[src/rtl/uart_frame_scheduler.sv]
// uart_frame_scheduler
// Sequences one RS-485 response frame: captures the payload, clears and runs
// an external CRC unit, enables the line driver for a lead guard time, hands
// the payload bytes and the two CRC bytes to a UART transmitter one at a time,
// holds the driver for a tail guard time and reports done.
// A byte that never completes aborts the frame with an error pulse.

module uart_frame_scheduler #(
  parameter int PAYLOAD_BYTES  = 16,
  parameter int CRC_WAIT       = 4,
  parameter int GUARD_CYCLES   = 16,
  parameter int TIMEOUT_CYCLES = 65535
) (
  input  logic                       CLK,
  input  logic                       RST,
  input  logic                       trigger,
  input  logic [PAYLOAD_BYTES*8-1:0] payload,
  output logic                       busy,
  output logic                       done,
  output logic                       error,
  output logic                       overrun,
  output logic                       de_n,
  output logic                       crc_reset,
  output logic                       crc_calc,
  output logic [PAYLOAD_BYTES*8-1:0] crc_data,
  input  logic [15:0]                crc_in,
  output logic                       tx_start,
  output logic [7:0]                 tx_byte,
  input  logic                       tx_active,
  input  logic                       tx_done
);

  // Byte index spans payload bytes plus the two CRC bytes.
  localparam int IDX_W = $clog2(PAYLOAD_BYTES + 2);

  // One shared cycle counter serves the CRC wait, both guard times and the
  // per-byte timeout, so it is sized for the largest of them.
  localparam int CNT_MAX_A = (CRC_WAIT > GUARD_CYCLES) ? CRC_WAIT : GUARD_CYCLES;
  localparam int CNT_MAX   = (CNT_MAX_A > TIMEOUT_CYCLES) ? CNT_MAX_A : TIMEOUT_CYCLES;
  localparam int CNT_W     = $clog2(CNT_MAX + 1);

  localparam logic [CNT_W-1:0] CRC_LAST     = CNT_W'(CRC_WAIT);
  localparam logic [CNT_W-1:0] GUARD_LAST   = CNT_W'(GUARD_CYCLES - 1);
  localparam logic [CNT_W-1:0] TIMEOUT_LAST = CNT_W'(TIMEOUT_CYCLES - 1);
  localparam logic [IDX_W-1:0] IDX_LAST     = IDX_W'(PAYLOAD_BYTES + 1);

  typedef enum logic [2:0] {
    IDLE,
    CRC_CLR,
    CRC_RUN,
    LEAD,
    SEND,
    WAIT,
    TAIL
  } state_t;

  state_t                     state;
  state_t                     state_next;
  logic [IDX_W-1:0]           idx;
  logic [IDX_W-1:0]           idx_next;
  logic [CNT_W-1:0]           cnt;
  logic [CNT_W-1:0]           cnt_next;
  logic [15:0]                crc_reg;
  logic [15:0]                crc_reg_next;
  logic [PAYLOAD_BYTES*8-1:0] crc_data_next;
  logic [7:0]                 tx_byte_next;

  // Frame byte i: payload bytes first, then CRC high byte, then CRC low byte.
  function automatic logic [7:0] byte_at(
    input logic [IDX_W-1:0]           i,
    input logic [PAYLOAD_BYTES*8-1:0] data,
    input logic [15:0]                crc
  );
    logic [7:0] b;
    b = 8'h00;
    for (int j = 0; j < PAYLOAD_BYTES; j++) begin
      if (i == IDX_W'(j)) begin
        b = data[8*j +: 8];
      end
    end
    if (i == IDX_W'(PAYLOAD_BYTES)) begin
      b = crc[15:8];
    end
    if (i == IDX_W'(PAYLOAD_BYTES + 1)) begin
      b = crc[7:0];
    end
    return b;
  endfunction

  // Next-state, datapath updates and the single-cycle strobes of the frame FSM.
  always_comb begin
    state_next    = state;
    idx_next      = idx;
    cnt_next      = cnt;
    crc_reg_next  = crc_reg;
    crc_data_next = crc_data;
    tx_byte_next  = tx_byte;
    done          = 1'b0;
    error         = 1'b0;
    crc_reset     = 1'b0;
    crc_calc      = 1'b0;
    tx_start      = 1'b0;

    case (state)
      IDLE: begin
        if (trigger) begin
          crc_data_next = payload;
          idx_next      = '0;
          cnt_next      = '0;
          state_next    = CRC_CLR;
        end
      end

      CRC_CLR: begin
        crc_reset  = 1'b1;
        cnt_next   = '0;
        state_next = CRC_RUN;
      end

      CRC_RUN: begin
        crc_calc = (cnt == '0);
        if (cnt == CRC_LAST) begin
          crc_reg_next = crc_in;
          cnt_next     = '0;
          state_next   = LEAD;
        end else begin
          cnt_next = cnt + CNT_W'(1);
        end
      end

      LEAD: begin
        if (cnt == GUARD_LAST) begin
          idx_next     = '0;
          cnt_next     = '0;
          tx_byte_next = byte_at('0, crc_data, crc_reg);
          state_next   = SEND;
        end else begin
          cnt_next = cnt + CNT_W'(1);
        end
      end

      SEND: begin
        if (!tx_active) begin
          tx_start   = 1'b1;
          cnt_next   = '0;
          state_next = WAIT;
        end
      end

      WAIT: begin
        // A completion arriving on the expiry cycle still counts as success.
        if (tx_done) begin
          cnt_next = '0;
          if (idx < IDX_LAST) begin
            idx_next     = idx + IDX_W'(1);
            tx_byte_next = byte_at(idx + IDX_W'(1), crc_data, crc_reg);
            state_next   = SEND;
          end else begin
            state_next = TAIL;
          end
        end else if (cnt == TIMEOUT_LAST) begin
          error      = 1'b1;
          idx_next   = '0;
          cnt_next   = '0;
          state_next = IDLE;
        end else begin
          cnt_next = cnt + CNT_W'(1);
        end
      end

      TAIL: begin
        if (cnt == GUARD_LAST) begin
          done       = 1'b1;
          idx_next   = '0;
          cnt_next   = '0;
          state_next = IDLE;
        end else begin
          cnt_next = cnt + CNT_W'(1);
        end
      end

      default: begin
        idx_next   = '0;
        cnt_next   = '0;
        state_next = IDLE;
      end
    endcase
  end

  // Status outputs decoded from the current state; driver enabled LEAD..TAIL.
  always_comb begin
    busy = (state != IDLE);
    de_n = !((state == LEAD) || (state == SEND) || (state == WAIT) || (state == TAIL));
  end

  // State, index, counter and captured data registers.
  always_ff @(posedge CLK or posedge RST) begin
    if (RST) begin
      state    <= IDLE;
      idx      <= '0;
      cnt      <= '0;
      crc_reg  <= 16'h0000;
      crc_data <= '0;
      tx_byte  <= 8'h00;
    end else begin
      state    <= state_next;
      idx      <= idx_next;
      cnt      <= cnt_next;
      crc_reg  <= crc_reg_next;
      crc_data <= crc_data_next;
      tx_byte  <= tx_byte_next;
    end
  end

  // A trigger seen outside IDLE is dropped and reported one cycle later.
  always_ff @(posedge CLK or posedge RST) begin
    if (RST) begin
      overrun <= 1'b0;
    end else begin
      overrun <= trigger && (state != IDLE);
    end
  end

endmodule

[config.mk]
export PLATFORM = sky130hd
export DESIGN_NAME = uart_frame_scheduler
export DESIGN_NICKNAME = d
export VERILOG_FILES = /design/src/rtl/uart_frame_scheduler.sv
export SDC_FILE = /design/constraint.sdc
export NUM_CORES = 1
export LEC_CHECK = 0
export ABC_AREA = 1
export CELL_PAD_IN_SITES_DETAIL_PLACEMENT = 0
export CELL_PAD_IN_SITES_GLOBAL_PLACEMENT = 1
export CORE_ASPECT_RATIO = 0.9
export CORE_MARGIN = 4
export CORE_UTILIZATION = 37
export DETAILED_ROUTE_END_ITERATION = 8
export GPL_TIMING_DRIVEN = 1
export MAX_ROUTING_LAYER = met4
export PLACE_DENSITY_LB_ADDON = 0.1
export REMOVE_ABC_BUFFERS = 1
export SLEW_MARGIN = 20
export SYNTH_ARGS = -nofsm -noshare
export SYNTH_HDL_FRONTEND = slang
export SYNTH_SLANG_ARGS = --single-unit
[constraint.sdc]
create_clock -name CLK -period 16.9 [get_ports CLK]
set_clock_uncertainty 0.05 [all_clocks]
set_input_delay 2.535 -clock CLK [delete_from_list [all_inputs] [get_ports CLK]]
set_output_delay 2.535 -clock CLK [all_outputs]
set_load 0.02 [all_outputs]
After elaboration in Yosys (flattened, before gate mapping)
Index checks and enable logic that the tools add are counted.

Flip-flop bits (word level): 177. Bits of input ports: 149. Output and inout port bits: 144.

Equal/unequal tests: 36. Add/subtract/negate cells: 2. $lt $le $gt $ge: 1. Reduce and logical (&&, ||, !) cells: 18. Bitwise operators: 1. Mux-type cells: 53.

Operator list (number): 2-to-1 mux 8 bit (21); 2-to-1 mux 16 bit (6); one-hot mux 16 bit (5 select lines) (1); == test 5 x 4 -> 1 bit, second input constant (8); 2-to-1 mux 5 bit (5); 2-to-1 mux 3 bit (7); one-hot mux 3 bit (7 select lines) (1); == test 5 x 3 -> 1 bit, second input constant (4); one-hot mux 5 bit (4 select lines) (1); adder 16 x 1 -> 16 bit, second input constant (1); == test 16 bit, second input constant (1); == test 16 x 3 -> 1 bit, second input constant (1); == test 16 x 4 -> 1 bit, second input constant (1); logical NOT 16 bit (1); one-hot mux 8 bit (2 select lines) (1); inequality test 2 bit, second input constant (7); == test 5 x 2 -> 1 bit, second input constant (2); == test 5 bit, second input constant (2); == test 3 bit, second input constant (3); 2-to-1 mux 1 bit (9); == test 3 x 2 -> 1 bit, second input constant (2); inequality test 3 bit, second input constant (2); AND reduction 2 bit (3); AND reduction 6 bit (1); other kinds (18) (20).

Logic depth before layout (Yosys ltp)
Depth after elaboration: 23. Mapped depth: 26. Depth with buffers taken out: 26.

Worst setup path before layout
OpenSTA, ideal clock, no wires.

Kind: input port to output port. Start point: in tx_done. End point: out error. Arrival time: 3.009 ns. Slack: 11.306 ns. Stages: 3. Path through: nor2_1 -> inv_1 -> nor2_1.

Longest elaborated chain between the ends: 2.

Ends and longest elaborated chain: start, declared (line 30) `input logic tx_done`; 2-to-1 mux 1 bit (line 152) `if (tx_done) begin`; 2-to-1 mux 1 bit (line 104) `case (state)`; end, declared (line 20) `output logic error,`.

No other way between the ends.

Worst setup path in the final report
Same ends and word-level chain as after synthesis.

==> metrics.txt <==
nets=~1400; die width=169.5 um; outcome=complete, no violations; Reg2Reg Depth=19; largest net degree at the start of global routing=roughly 100; Area Overhead vs Synth=44.09%; maximum clock rate=153.7 MHz; Clk pwr share=about 18%; Boundary Pins=about 290; Post-synth ARST share=between 90% and 100%; layout cell share with drive strength beyond 1=13.36%; Synth cell types=37; final-layout fill cell count=2194; Core Util, Final=between 50% and 60%; Worst Path Required=14.32 ns; postcts setup bufs=0; YS warnings=0; syn_area_per_cell=9.143 um^2; grt ovf=0; Worst Max-Slew Pin Slew=1.055 ns; Adder-Cell Fraction of Synth Area=1.152%; Rel. slew slack=29.68%; die height=~150 um; CTS buffer count=17; post-detailed-route via-to-cell ratio=between 4 and 5; PwrDens=187.7 nW/um^2; DRT antenna net count=0; max reg flops=approximately 130; # clock sinks=roughly 180; Final HPWL DP=20940 um; Synth Area in XOR/XNOR=0.6050%; r2r startpoint=idx[0]$_DFFE_PP0P_; number of synthesized flops with an enable pin=0; WS Path Type=in2out; final-report hold violation count=0; post-synthesis sequential area ratio=50.99%; post-route minimum period=6.505 ns; Max Cap Violations=0; Starting Density=between 30% and 40%; commonest non-fill, non-tap cell in the layout=clkdlybuf4s50_1; setup TNS=0 ns; GP Congestion=0.8601; Ant. Diodes=0; CTS tree=built; Final Cycle Share=38.49%; element type at the critical path start=input port; critical path buffer and inverter count=3; maximum vdd ir drop=0.09914 mV; Worst-path clk slew=0.06 ns; worst skew pair latency=0.44 ns; Post-Place Cell Area=11910 um^2; combinational share of power=49.5%; Synth Area in Simple Gates=between 10% and 20%; Mapped Area=8686 um^2; final routed DRC violation total=0; worst path cell trace=clkdlybuf4s50_1 -> nor2_1 -> inv_1 -> nor2_1 -> clkdlybuf4s50_1; GRT Total Usage=21.73%; DRT iter0 DRCs=696; Row Count=52; CP max FO=2; die area=25990 um^2; design area=12520 um^2; Stages on worst setup path=5; crit path capture type=primary output; final slew viol count=0; initial antenna violation count=0; Crit path max-delay family=buffers and inverters; worst min-delay path class=reg2reg; Top FF cell, synth=dfrtp_1; Leakage=5.332 nW; Port Buf Inserts=just under 300; most frequent cells in the layout=clkdlybuf4s50_1, nand2_1, dfrtp_1; Setup crit start=tx_done; final worst slack=10.40 ns; capture point of the worst path=error; Yosys reg bits=177; P_sw=0.0009571 W; # resized after CTS=0; DRT Pass-1 Iters=5; peak per-stage delay on the critical path=0.62 ns; routed len/inst=17.88 um; Hold Buf Count CTS=0; vias=7571; Pwr Total=0.002349 W; Gate Count Post-Synth=950; setup repair after global routing missed its margin=no; fraction of synthesized area in multiplexers=14.13%; total core area=22770 um^2; Compound-Gate Fraction of Synth Area=7.750%; H-Tree Depth=4; sequential share of power=around a third; CTS Buffer Depth=2; vias in the first global route=7730; reg2reg end=tx_byte[3]$_DFFE_PP0P_; CP max stage cell=clkdlybuf4s50_1; Power Internal=0.001392 W; largest family of logic cells by synthesized area=simple AND/OR/NAND/NOR gates; clock root buffer master=clkbuf_16; Sw Ratio=a little over 40%; R2R Setup Slk=13.29 ns; first-pass GRT wire length=approximately 43000 um; Final setup viols=0; Place WS=slightly above 10 ns; Routed WL=27660 um; Critical Path AT=3.92 ns
## synthesized netlist by cell type (2+ instances only)
| cell type | instances | area (um^2) |
|---|---|---|
| a211oi_1 | 2 | 15.01 |
| a21oi_1 | 54 | 270.3 |
| a21oi_2 | 4 | 35.03 |
| a31oi_1 | 2 | 12.51 |
| clkbuf_1 | 25 | 93.84 |
| clkinv_1 | 2 | 7.510 |
| dfrtp_1 | 177 | 4429 |
| ha_1 | 8 | 100.1 |
| inv_1 | 88 | 330.3 |
| inv_2 | 4 | 15.01 |
| mux2_2 | 109 | 1227 |
| nand2_1 | 212 | 795.8 |
| nand2_2 | 3 | 18.77 |
| nand3_1 | 81 | 405.4 |
| nand3_2 | 2 | 20.02 |
| nand4_1 | 5 | 31.28 |
| nor2_1 | 73 | 274.0 |
| nor2_2 | 4 | 25.02 |
| nor2_4 | 2 | 22.52 |
| nor3_1 | 13 | 65.06 |
| nor3b_1 | 2 | 15.01 |
| nor4_1 | 2 | 12.51 |
| o211ai_1 | 6 | 45.04 |
| o21ai_0 | 44 | 220.2 |
| o21ai_1 | 8 | 40.04 |
| o22ai_1 | 3 | 18.77 |
| xnor2_1 | 2 | 17.52 |
| xor2_1 | 4 | 35.03 |
## final cells by class
class                           count  area (um^2)  share of cell area (%)
Clock buffer                       19        432.9                   3.459
Clock inverter                     13        173.9                   1.390
Inverter                           94        357.8                   2.859
Multi-Input combinational cell    651         3794                   30.31
Sequential cell                   177         4429                   35.39
Tap cell                          297        371.6                   2.969
Timing Repair Buffer              296         2957                   23.62
## cell families (layout without fill, tap and decap cells)
group                      after synthesis  in the layout
and+or+nand+nor                        403            403
DFF                                    177            177
AOI/OAI and AO/OA                      125            125
buffers and inverters                  122            422
muxes                                  109            109
adders and majority gates                8              8
xor gates and xnor gates                 6              6
## per-stage QoR
| step | hold slack, ns | cells |
|---|---|---|
| finish | 0.4606 | 1547 |
| global route | 0.4862 | 1547 |
| CTS | 0.4598 | 1547 |
| detailed placement | 0.4444 | 1515 |
| global placement | 0.4387 | 1515 |
| floorplan | 0.4298 | 922 |
## how the worst min path moves through the flow
stage / start / end / depth (start not counted)
floorplan: crc_reg[10]$_DFFE_PP0P_ / crc_reg[10]$_DFFE_PP0P_ / 1
global placement: crc_reg[15]$_DFFE_PP0P_ / crc_reg[15]$_DFFE_PP0P_ / 1
detailed placement: crc_reg[15]$_DFFE_PP0P_ / crc_reg[15]$_DFFE_PP0P_ / 1
CTS: crc_reg[15]$_DFFE_PP0P_ / crc_reg[15]$_DFFE_PP0P_ / 1
global route: crc_reg[9]$_DFFE_PP0P_ / crc_reg[9]$_DFFE_PP0P_ / 1
finish: crc_reg[9]$_DFFE_PP0P_ / crc_reg[9]$_DFFE_PP0P_ / 1
## power by group through the flow
| stage | clock network (W) | logic [W] | registers (W) |
|---|---|---|---|
| 5_1_grt | 0.000444 | 0.00125 | 0.000798 |
| 3_5_place_dp | 0 | 0.00117 | 0.000778 |
| 4_1_cts | 0.000429 | 0.00117 | 0.000771 |
| 6_report | 0.000418 | 0.00116 | 0.000770 |
| 3_3_place_gp | 0 | 0.00116 | 0.000773 |
| 2_1_floorplan | 0 | 0.000443 | 0.000938 |
## per-layer routing
layer | up-vias | global-route usage, % | part of all wire, %
li1 | 3736 | - | -
met3 | 17 | 5.656 | 7.3
met4 | 0 | 4.255 | 0.79
met5 | - | - | 0
met2 | 248 | 33.28 | 46
met1 | 3570 | 29.47 | 46
Power figures use the tool's default switching activity.
